**config.mk**
```make
export PLATFORM = sky130hd
export DESIGN_NAME = comparador_serial_nbits
export DESIGN_NICKNAME = d
export VERILOG_FILES = /design/src/rtl/comparador_serial_nbits.sv
export SDC_FILE = /design/constraint.sdc
export NUM_CORES = 1
export LEC_CHECK = 0
export ABC_AREA = 1
export CORE_MARGIN = 2
export CORE_UTILIZATION = 49
export CTS_CLUSTER_DIAMETER = 80
export DETAILED_ROUTE_END_ITERATION = 8
export PLACE_DENSITY = 0.76
export SYNTH_ARGS = -nofsm -noshare
export SYNTH_HDL_FRONTEND = slang
export SYNTH_SLANG_ARGS = --single-unit
```
**constraint.sdc**
```tcl
create_clock -name clk -period 1.9 [get_ports clk]
set_clock_uncertainty 0.2 [all_clocks]
set_input_delay 0.19 -clock clk [delete_from_list [all_inputs] [get_ports clk]]
set_output_delay 0.19 -clock clk [all_outputs]
set_load 0.005 [all_outputs]
```
**src/rtl/comparador_serial_nbits.sv**
```systemverilog
// Bit-serial N-bit magnitude comparator: loads two words, then resolves one bit pair
// per cycle from the MSB down, stopping early at the first differing pair.
module comparador_serial_nbits #(
   parameter int unsigned N = 4
) (
   input  logic         clk,
   input  logic         rst,
   input  logic         start,
   input  logic [N-1:0] a,
   input  logic [N-1:0] b,
   output logic         maior,
   output logic         menor,
   output logic         igual,
   output logic         ocupado,
   output logic         pronto
);

   localparam int unsigned CW = (N > 1) ? $clog2(N) : 1;

   typedef enum logic [1:0] {StIdle, StCmp, StDone} state_e;

   state_e         state_q, state_d;
   logic [N-1:0]   ra_q, ra_d;
   logic [N-1:0]   rb_q, rb_d;
   logic [CW-1:0]  cnt_q, cnt_d;
   logic           maior_q, maior_d;
   logic           menor_q, menor_d;
   logic           igual_q, igual_d;

   // Single-bit compare stage on the current MSBs
   logic maior_bit, menor_bit, igual_bit;
   assign maior_bit = ra_q[N-1] & ~rb_q[N-1];
   assign menor_bit = ~ra_q[N-1] & rb_q[N-1];
   assign igual_bit = ~(ra_q[N-1] ^ rb_q[N-1]);

   always_ff @(posedge clk) begin
      if (rst) begin
         state_q <= StIdle;
         ra_q    <= '0;
         rb_q    <= '0;
         cnt_q   <= '0;
         maior_q <= 1'b0;
         menor_q <= 1'b0;
         igual_q <= 1'b0;
      end else begin
         state_q <= state_d;
         ra_q    <= ra_d;
         rb_q    <= rb_d;
         cnt_q   <= cnt_d;
         maior_q <= maior_d;
         menor_q <= menor_d;
         igual_q <= igual_d;
      end
   end

   always_comb begin
      state_d = state_q;
      ra_d    = ra_q;
      rb_d    = rb_q;
      cnt_d   = cnt_q;
      maior_d = maior_q;
      menor_d = menor_q;
      igual_d = igual_q;
      unique case (state_q)
         StIdle: begin
            if (start) begin
               ra_d    = a;
               rb_d    = b;
               cnt_d   = CW'(N - 1);
               maior_d = 1'b0;
               menor_d = 1'b0;
               igual_d = 1'b0;
               state_d = StCmp;
            end
         end
         StCmp: begin
            if (!igual_bit) begin
               maior_d = maior_bit;
               menor_d = menor_bit;
               igual_d = 1'b0;
               state_d = StDone;
            end else if (cnt_q != '0) begin
               ra_d  = ra_q << 1;
               rb_d  = rb_q << 1;
               cnt_d = cnt_q - CW'(1);
            end else begin
               igual_d = 1'b1;
               state_d = StDone;
            end
         end
         StDone: begin
            state_d = StIdle;
         end
         default: begin
            state_d = StIdle;
         end
      endcase
   end

   always_comb begin
      ocupado = (state_q == StCmp);
      pronto  = (state_q == StDone);
      maior   = maior_q;
      menor   = menor_q;
      igual   = igual_q;
   end

endmodule
```
* Word-level counts from Yosys, hierarchy flattened *
Index checks and enable logic that the tools add are counted.

word-level totals
  register bits after elaboration = 15
  input bits = 11
  output and inout port bits = 5
  logic and storage cells = 51

cells by class
  $add $sub $neg = 1
  eq/ne operators = 7
  multiplexer cells = 24
  bitwise logic cells = 5
  reduce and logical (&&, ||, !) cells = 7

operator list
  operator               number
  $mux W4                6
  $pmux W4 S2            2
  $mux W2                6
  $pmux W2 S2            2
  $pmux W1 S2            3
  $reduce_and A3 Y1      2
  $mux W1                5
  $ne A2 B1 Y1 const B   2
  $ne A2 B2 Y1 const B   2
  $reduce_and A4 Y1      1
  $reduce_bool A2 Y1     2
  $ne A3 B3 Y1 const B   1
  $and A1 B1 Y1          2
  $eq A2 B1 Y1 const B   1
  $eq A2 B2 Y1 const B   1
  $logic_not A2 Y1       1
  $not A1 Y1             2
  $reduce_and A2 Y1      1
  $sub A2 B1 Y2 const B  1
  $xor A1 B1 Y1          1

* Depth between registers and ports, before layout *
Gate-level depths: netlist of run 1.

  depth in word-level cells = 4
  mapped depth = 8
  mapped depth without buffers = 8

* Least setup slack after synthesis of run 1 *
OpenSTA, ideal clock, no wires.

  kind = register -> register
  from = reg ra_q[3]
  to = reg cnt_q[0]
  setup time = 64 ps
  arrival time = 1228 ps
  data required time = 1636 ps
  path slack = 408 ps
  stages on the path, launching flop included = 9
  buffers on the path = 0
  period minus slack after synthesis = 1492 ps
  cells stage by stage = dfxtp_1 inv_1 ha_1 inv_1 nor2_1 nand2_4 nand3_1 nand2_1 nor2_1

on the way
  cells in the longest elaborated chain, start to end = 3

ends and longest elaborated chain
  item                         line  source
  start: declaration           23    logic [N-1:0] ra_q, ra_d;
  start signal: assignment     47    ra_q <= ra_d;
  $xor A1 B1 Y1                34    assign igual_bit = ~(ra_q[N-1] ^ rb_q[N-1]);
  $ne A2 B2 Y1 (no line)       --
  $reduce_and A4 Y1 (no line)  --
  end signal: assignment       49    cnt_q <= cnt_d;
  end: declaration             25    logic [CW-1:0] cnt_q, cnt_d;

Every way passes these cells.
A chain may end at the register's enable or synchronous reset.

* Worst setup path after layout of run 1 *
  from = reg state_q[1]
  to = out pronto

on the way
  cells in the longest elaborated chain, start to end = 1

ends and longest elaborated chain
  item                      line  source
  start: declaration        22    state_e state_q, state_d;
  start signal: assignment  38    state_q <= StIdle;
  start signal: assignment  46    state_q <= state_d;
  $eq A2 B2 Y1              102   pronto = (state_q == StDone);
  end: declaration          15    output logic pronto

Every way passes these cells.

==> summary.md, run 1 <==
| Metric | Value |
|---|---|
| Max Clk Rate | `549 MHz` |
| Cell Area, Synth | `821 um^2` |
| Fraction of synthesized cell area in xor and xnor cells | `0` |
| Total clock sinks | `15` |
| Peak VDD IR | `0.000644 V` |
| Clk network pwr share | `0.203` |
| #FFs+latches synth | `15` |
| Mapped Nets | `138` |
| Count of pins over their slew limit | `0` |
| Layout net count | `157` |
| Initial antenna violation count | `0` |
| Slowest-stage cell, CP | `clkdlybuf4s50_1` |
| Worst Path Required | `1510 ps` |
| Period minus WS final | `1820 ps` |
| Pint | `0.586 mW` |
| Netlist cell types | `17` |
| Drt initial violations | `10` |
| Largest family of logic cells by synthesized area | `simple AND/OR/NAND/NOR gates` |
| GP Congestion | `0.798` |
| CTS buffer count | `3` |
| Relative slew slack | `0.767` |
| Final TNS setup | `0 ps` |
| CTS root buffer | `clkbuf_4` |
| CTS clk-pin slew, worst paths | `100 ps` |
| Layout cells sized above 1 | `0.127` |
| Final Hold Slack | `255 ps` |
| Final period util | `0.959` |
| Initial Util | `0.532` |
| Via density per instance | `5.14` |
| RSZ-0062 raised after global routing | `false` |
| H-tree depth | `1` |
| Core box area | `1540 um^2` |
| Hold buffer count at CTS | `0` |
| Diodes inserted | `0` |
| Number of global-route vias before repair | `738` |
| Final wirelength | `1710 um` |
| Outcome | `complete, no violations` |
| Area delta synth->final | `23.3%` |
| Die Ht | `44.9 um` |
| GRT Overall Usage | `0.204` |
| PortBufs | `15` |
| CTS tree | `built` |
| Most frequent cells in the layout | `nand2_1 (37), nor2_1 (23), clkdlybuf4s50_1 (15), inv_1 (14), dfxtp_1 (14)` |
| Mux cell area share after synthesis | `0` |
| Worst path bufs/invs | `2` |
| Sw Ratio | `0.366` |
| Crit path max-delay family | `buffers and inverters` |
| # fillers | `145` |
| First-pass GRT wire length | `2920 um` |
| CP Max Fanout | `6` |
| Crit path kind | `register to output pin` |
| Ports | `16` |
| Critical Path Max Stage Delay | `500 ps` |
| Combinational power share | `0.370` |
| Post-synthesis sequential area ratio | `0.366` |
| DP Worst Slack | `239 ps` |
| Class of the worst hold path | `primary input to register` |
| Ys Warns | `0` |
| Avg WL per Cell | `10.8 um` |
| Commonest non-fill, non-tap cell in the layout | `nand2_1` |
| First-pass DRT Iterations | `4` |
| Cell Chain, Critical Path | `inv_2, nor2_1, clkdlybuf4s50_1` |
| P per Cell Area | `914 nW/um^2` |
| Gate Count Post-Synth | `124` |
| Sequential fraction of design power | `0.427` |
| Hpwl dp | `1280 um` |
| Largest net degree at the start of global routing | `14` |
| # DRC | `0` |
| Mean Syn Cell Area | `6.62 um^2` |
| CP Launch Type | `register` |
| CP endpoint kind | `output pin` |
| Simple-Gate Fraction of Synth Area | `0.457` |
| Final setup violation count | `0` |
| CP arrival | `1430 ps` |
| Antenna viol nets, final | `0` |
| Synth Area in Compound Gates | `0.0305` |
| Slack of the critical path | `78.6 ps` |
| Max-Cap Viols | `0` |
| Worst-Skew Late Latency | `290 ps` |
| Non-filler cells, final | `158` |
| Placed insts | `154` |
| Fin. Hold Viols | `0` |
| Die ar. | `2020 um^2` |
| Adder-cell share of the synthesized area | `0.0457` |
| GR Overflow Total | `0` |
| Die width | `44.9 um` |
| Slew at the pin closest to its max-slew limit | `349 ps` |
| Psw | `0.339 mW` |
| Clock buffer depth | `2` |
| Fin util | `0.657` |
| Vias post-DR | `812` |
| Leak Pwr | `0.517 nW` |
| Row cnt | `14` |
-- per-stage QoR --
stage	cell area [um^2]	power [mW]
after CTS	1010	0.932
after detailed placement	983	0.743
after global placement	983	0.732
after floorplan	821	0.639
after global routing	1010	0.998
final	1010	0.925
-- tightest hold or removal path, stage by stage --
cell,delay [ps]
clkdlybuf4s50_1,390
nand2_1,60
a21oi_1,60
-- cells by family after synthesis --
group | Yosys count
adders and majority gates | 3
DFF | 15
buffers and inverters | 19
AOI/OAI and AO/OA | 5
and+or+nand+nor | 82
-- final timing paths --
path / cells past startpoint / slack [ps] / to / startpoint
worst max-delay path: 3 / 80 / pronto / state_q[1]
worst min-delay path: 3 / 260 / ra_q[0] / a[0]
worst min register to register: 2 / 270 / igual / igual
worst max register to register: 8 / 210 / rb_q[1] / ra_q[3]
-- routing by layer --
layer	track usage	vias to the layer above	part of all wire
met5	0	-	0
met4	0.0882	0	0.012
met3	0.0840	4	0.055
met2	0.343	30	0.50
met1	0.224	364	0.43
li1	-	414	-
-- sequential cells by signal, indices dropped and copies added (netlist names) --
register	flops
ra_q	4
maior	1
igual	1
rb_q	4
state_q	2
menor	1
cnt_q	2
-- layout make-up --
class	count	area, um^2	area share
Clock inverter	1	5.00	0.00494
Clock buffer	3	22.5	0.0222
Tap cell	16	20.0	0.0198
Sequential cell	15	302	0.298
Multi-Input combinational cell	90	438	0.433
Inverter	16	60.1	0.0593
Timing Repair Buffer	17	165	0.163
-- Yosys cell counts --
master	n	area, um^2
nand2_2	4	25.0
nor2_2	1	6.26
dfxtp_1	15	300
nand3_1	11	55.1
nor2_8	1	20.0
nand3_2	2	20.0
nand4_1	2	12.5
inv_2	2	7.51
inv_1	14	52.6
nand2_4	1	11.3
ha_1	3	37.5
a21oi_1	5	25.0
buf_4	1	7.51
nand2_1	37	139
nor2_1	23	86.3
buf_6	1	11.3
buf_1	1	3.75
-- what timing repair did --
action                     4_1_cts  5_1_grt
setup buffers                    0        0
gates resized for setup          1        0
setup endpoints to repair        1        0
hold endpoints to repair         0        0
-- power groups by stage --
stage	combinational (mW)	clock, mW	sequential (mW)
after floorplan	0.244	0	0.395
after global placement	0.331	0	0.401
after detailed placement	0.341	0	0.401
after CTS	0.344	0.193	0.395
after global routing	0.390	0.209	0.399
final	0.343	0.188	0.395
Note: power is estimated with default switching activity, not from simulation.
==> run 2: changes to the inputs <==
Settings changed: PLACE_DENSITY 0.76 to 0.81.
Clock period 1.9 ns to 2 ns, I/O delays scaled along.
==> run 2 against run 1 <==
Effect of this change: via count shrank 3.0%; die area stayed put; total power shrank 6.8%; global-route usage fell by 3.0 points; final cell count shrank 1.3%; flip-flop and latch count unchanged; register-to-register slack improved by 110 ps; non-clock buffer count shrank 2; clock power fell by 6%; sequential power shrank 4%; critical endpoint is now ocupado; largest power group unchanged; highest routed layer unchanged.
==> summary.md, run 2 (synthesized netlist as in run 1, its figures left out) <==
| Metric | Value |
|---|---|
| Number of global-route vias before repair | `626 (-15%)` |
| Crit path kind | `register to output pin` |
| Max Clk Rate | `523 MHz` |
| Sequential fraction of design power | `0.442 (+0.015)` |
| First-pass DRT Iterations | `4 (unchanged)` |
| Peak VDD IR | `0.000511 V (-21%)` |
| PortBufs | `15 (unchanged)` |
| Die ar. | `2020 um^2 (unchanged)` |
| Vias post-DR | `788 (-3.0%)` |
| Worst path bufs/invs | `2 (unchanged)` |
| Initial Util | `0.532 (unchanged)` |
| Critical Path Max Stage Delay | `530 ps (+30 ps)` |
| Layout net count | `155 (-1.3%)` |
| CTS buffer count | `3 (unchanged)` |
| CP Launch Type | `register` |
| CP endpoint kind | `output pin` |
| CTS clk-pin slew, worst paths | `90 ps (about the same)` |
| Cell Chain, Critical Path | `inv_2, nor2_8, clkdlybuf4s50_1` |
| Die width | `44.9 um (unchanged)` |
| CTS root buffer | `clkbuf_4` |
| R2R Path Start | `ra_q[3]` |
| # DRC | `0 (unchanged)` |
| Period minus WS final | `1910 ps` |
| H-tree depth | `1 (unchanged)` |
| Worst Path Required | `1600 ps (+90 ps)` |
| Final period util | `0.956` |
| GR Overflow Total | `0 (unchanged)` |
| Core box area | `1540 um^2 (unchanged)` |
| GRT Overall Usage | `0.174 (-0.0297)` |
| Row cnt | `14 (unchanged)` |
| Avg WL per Cell | `10.3 um (-4.8%)` |
| CP Max Fanout | `10 (+4)` |
| Psw | `0.313 mW (-7.7%)` |
| Leak Pwr | `0.507 nW (-1.9%)` |
| Commonest non-fill, non-tap cell in the layout | `nand2_1` |
| End of the worst hold path | `igual` |
| CP arrival | `1510 ps (+80 ps)` |
| Pint | `0.550 mW (-6.2%)` |
| Hold path depth | `2 (-1)` |
| Worst-Skew Late Latency | `290 ps (about the same)` |
| Hold_sp | `igual` |
| Largest net degree at the start of global routing | `14 (unchanged)` |
| Crit path max-delay family | `buffers and inverters` |
| Most frequent cells in the layout | `nand2_1 (37), nor2_1 (23), clkdlybuf4s50_1 (15), inv_1 (14), dfxtp_1 (13)` |
| RSZ-0062 raised after global routing | `false` |
| Diodes inserted | `0 (unchanged)` |
| Final Hold Slack | `272 ps (+16.3 ps)` |
| Sw Ratio | `0.363 (-0.00361)` |
| Register area | `303 um^2 (+0.41%)` |
| Worst R2R End | `rb_q[1]` |
| Outcome | `complete, no violations` |
| Hpwl dp | `1220 um (-4.6%)` |
| GP Congestion | `0.779 (-2.4%)` |
| R2R cell count | `8 (unchanged)` |
| Total clock sinks | `15 (unchanged)` |
| First-pass GRT wire length | `2590 um (-11%)` |
| Ports | `16 (unchanged)` |
| Layout cells sized above 1 | `0.121 (-0.00533)` |
| Combinational power share | `0.353 (-0.017)` |
| Die Ht | `44.9 um (unchanged)` |
| Final TNS setup | `0 ps (unchanged)` |
| Fin. Hold Viols | `0 (unchanged)` |
| Slowest-stage cell, CP | `clkdlybuf4s50_1` |
| Clk network pwr share | `0.204 (about the same)` |
| # fillers | `141 (-2.8%)` |
| Initial antenna violation count | `0 (unchanged)` |
| Relative slew slack | `0.767 (about the same)` |
| Via density per instance | `5.05 (-1.7%)` |
| Antenna viol nets, final | `0 (unchanged)` |
| Footprint of the multi-input gates | `438 um^2 (unchanged)` |
| Slew at the pin closest to its max-slew limit | `350 ps (+0.904 ps)` |
| Count of pins over their slew limit | `0 (unchanged)` |
| Max-Cap Viols | `0 (unchanged)` |
| P per Cell Area | `864 nW/um^2 (-5.5%)` |
| Class of the worst hold path | `register to register` |
| Drt initial violations | `23 (+13)` |
| CTS tree | `built` |
| Area delta synth->final | `21.6%` |
| Final setup violation count | `0 (unchanged)` |
| Clock buffer depth | `2 (unchanged)` |
| Final wirelength | `1610 um (-6.0%)` |
| Regs by FF count | `ra_q: 4 flops, rb_q: 4 flops` |
| Hold buffer count at CTS | `0 (unchanged)` |
| R2R Setup Slk | `320 ps (+110 ps)` |
-- run 2: cell count changes in the layout (fill, tap and decap cells not counted) --
cell | previous run | this run
dfxtp_1 | 14 | 13
dfxtp_2 | 1 | 2
buf_4 | 2 | 0
-- run 2: per-stage QoR --
| stage | area [um^2] | setup slack (ps) | cells | util | power (mW) |
|---|---|---|---|---|---|
| 5_1_grt | 998 | 0.486 | 156 | 0.648 | 0.924 |
| 4_1_cts | 997 | 10.5 | 156 | 0.647 | 0.864 |
| 3_3_place_gp | 968 | 317 | 152 | 0.628 | 0.683 |
| 3_5_place_dp | 968 | 287 | 152 | 0.628 | 0.690 |
| 2_1_floorplan | 821 | 508 | 124 | - | 0.607 |
| 6_report | 998 | 88.2 | 156 | 0.648 | 0.863 |
-- run 2: routing by layer --
metal  part of all wire  track usage
met3              0.057       0.0480
met5                  0            0
met1               0.42        0.219
met4              0.011       0.0529
met2               0.51        0.289
-- run 2: final cells by class --
cell class              count  share of cell area
multi-input cells          90               0.439
clock inverters             1             0.00501
well taps                  16              0.0201
clock buffers               3              0.0226
repair buffers             15               0.150
flip-flops and latches     15               0.303
inverters                  16              0.0602
-- run 2: tightest hold or removal path, cell delays in order, from the launching register on --
cell     delay [ps]
dfxtp_1         320
nand2_1          60
a21oi_1          50
-- run 2: worst max path at each step --
stage / from / endpoint / cells past startpoint
after floorplan: ra_q[3] / cnt_q[0] / 8
after global placement: state_q[0] / ocupado / 3
after detailed placement: state_q[0] / ocupado / 3
after CTS: state_q[1] / pronto / 3
after global routing: state_q[0] / ocupado / 3
final: state_q[0] / ocupado / 3
-- run 2: repair_timing --
item / CTS / global route
setup buffers: 0 / 0
endpoints found under the setup margin: 1 / 1
resized for setup: 1 / 1
-- run 2: power groups by stage --
stage          Combinational, mW  Clock, mW  Sequential, mW
6_report                   0.305      0.176           0.381
5_1_grt                    0.345      0.191           0.388
4_1_cts                    0.304      0.180           0.381
3_5_place_dp               0.303          0           0.387
3_3_place_gp               0.298          0           0.386
2_1_floorplan              0.232          0           0.375
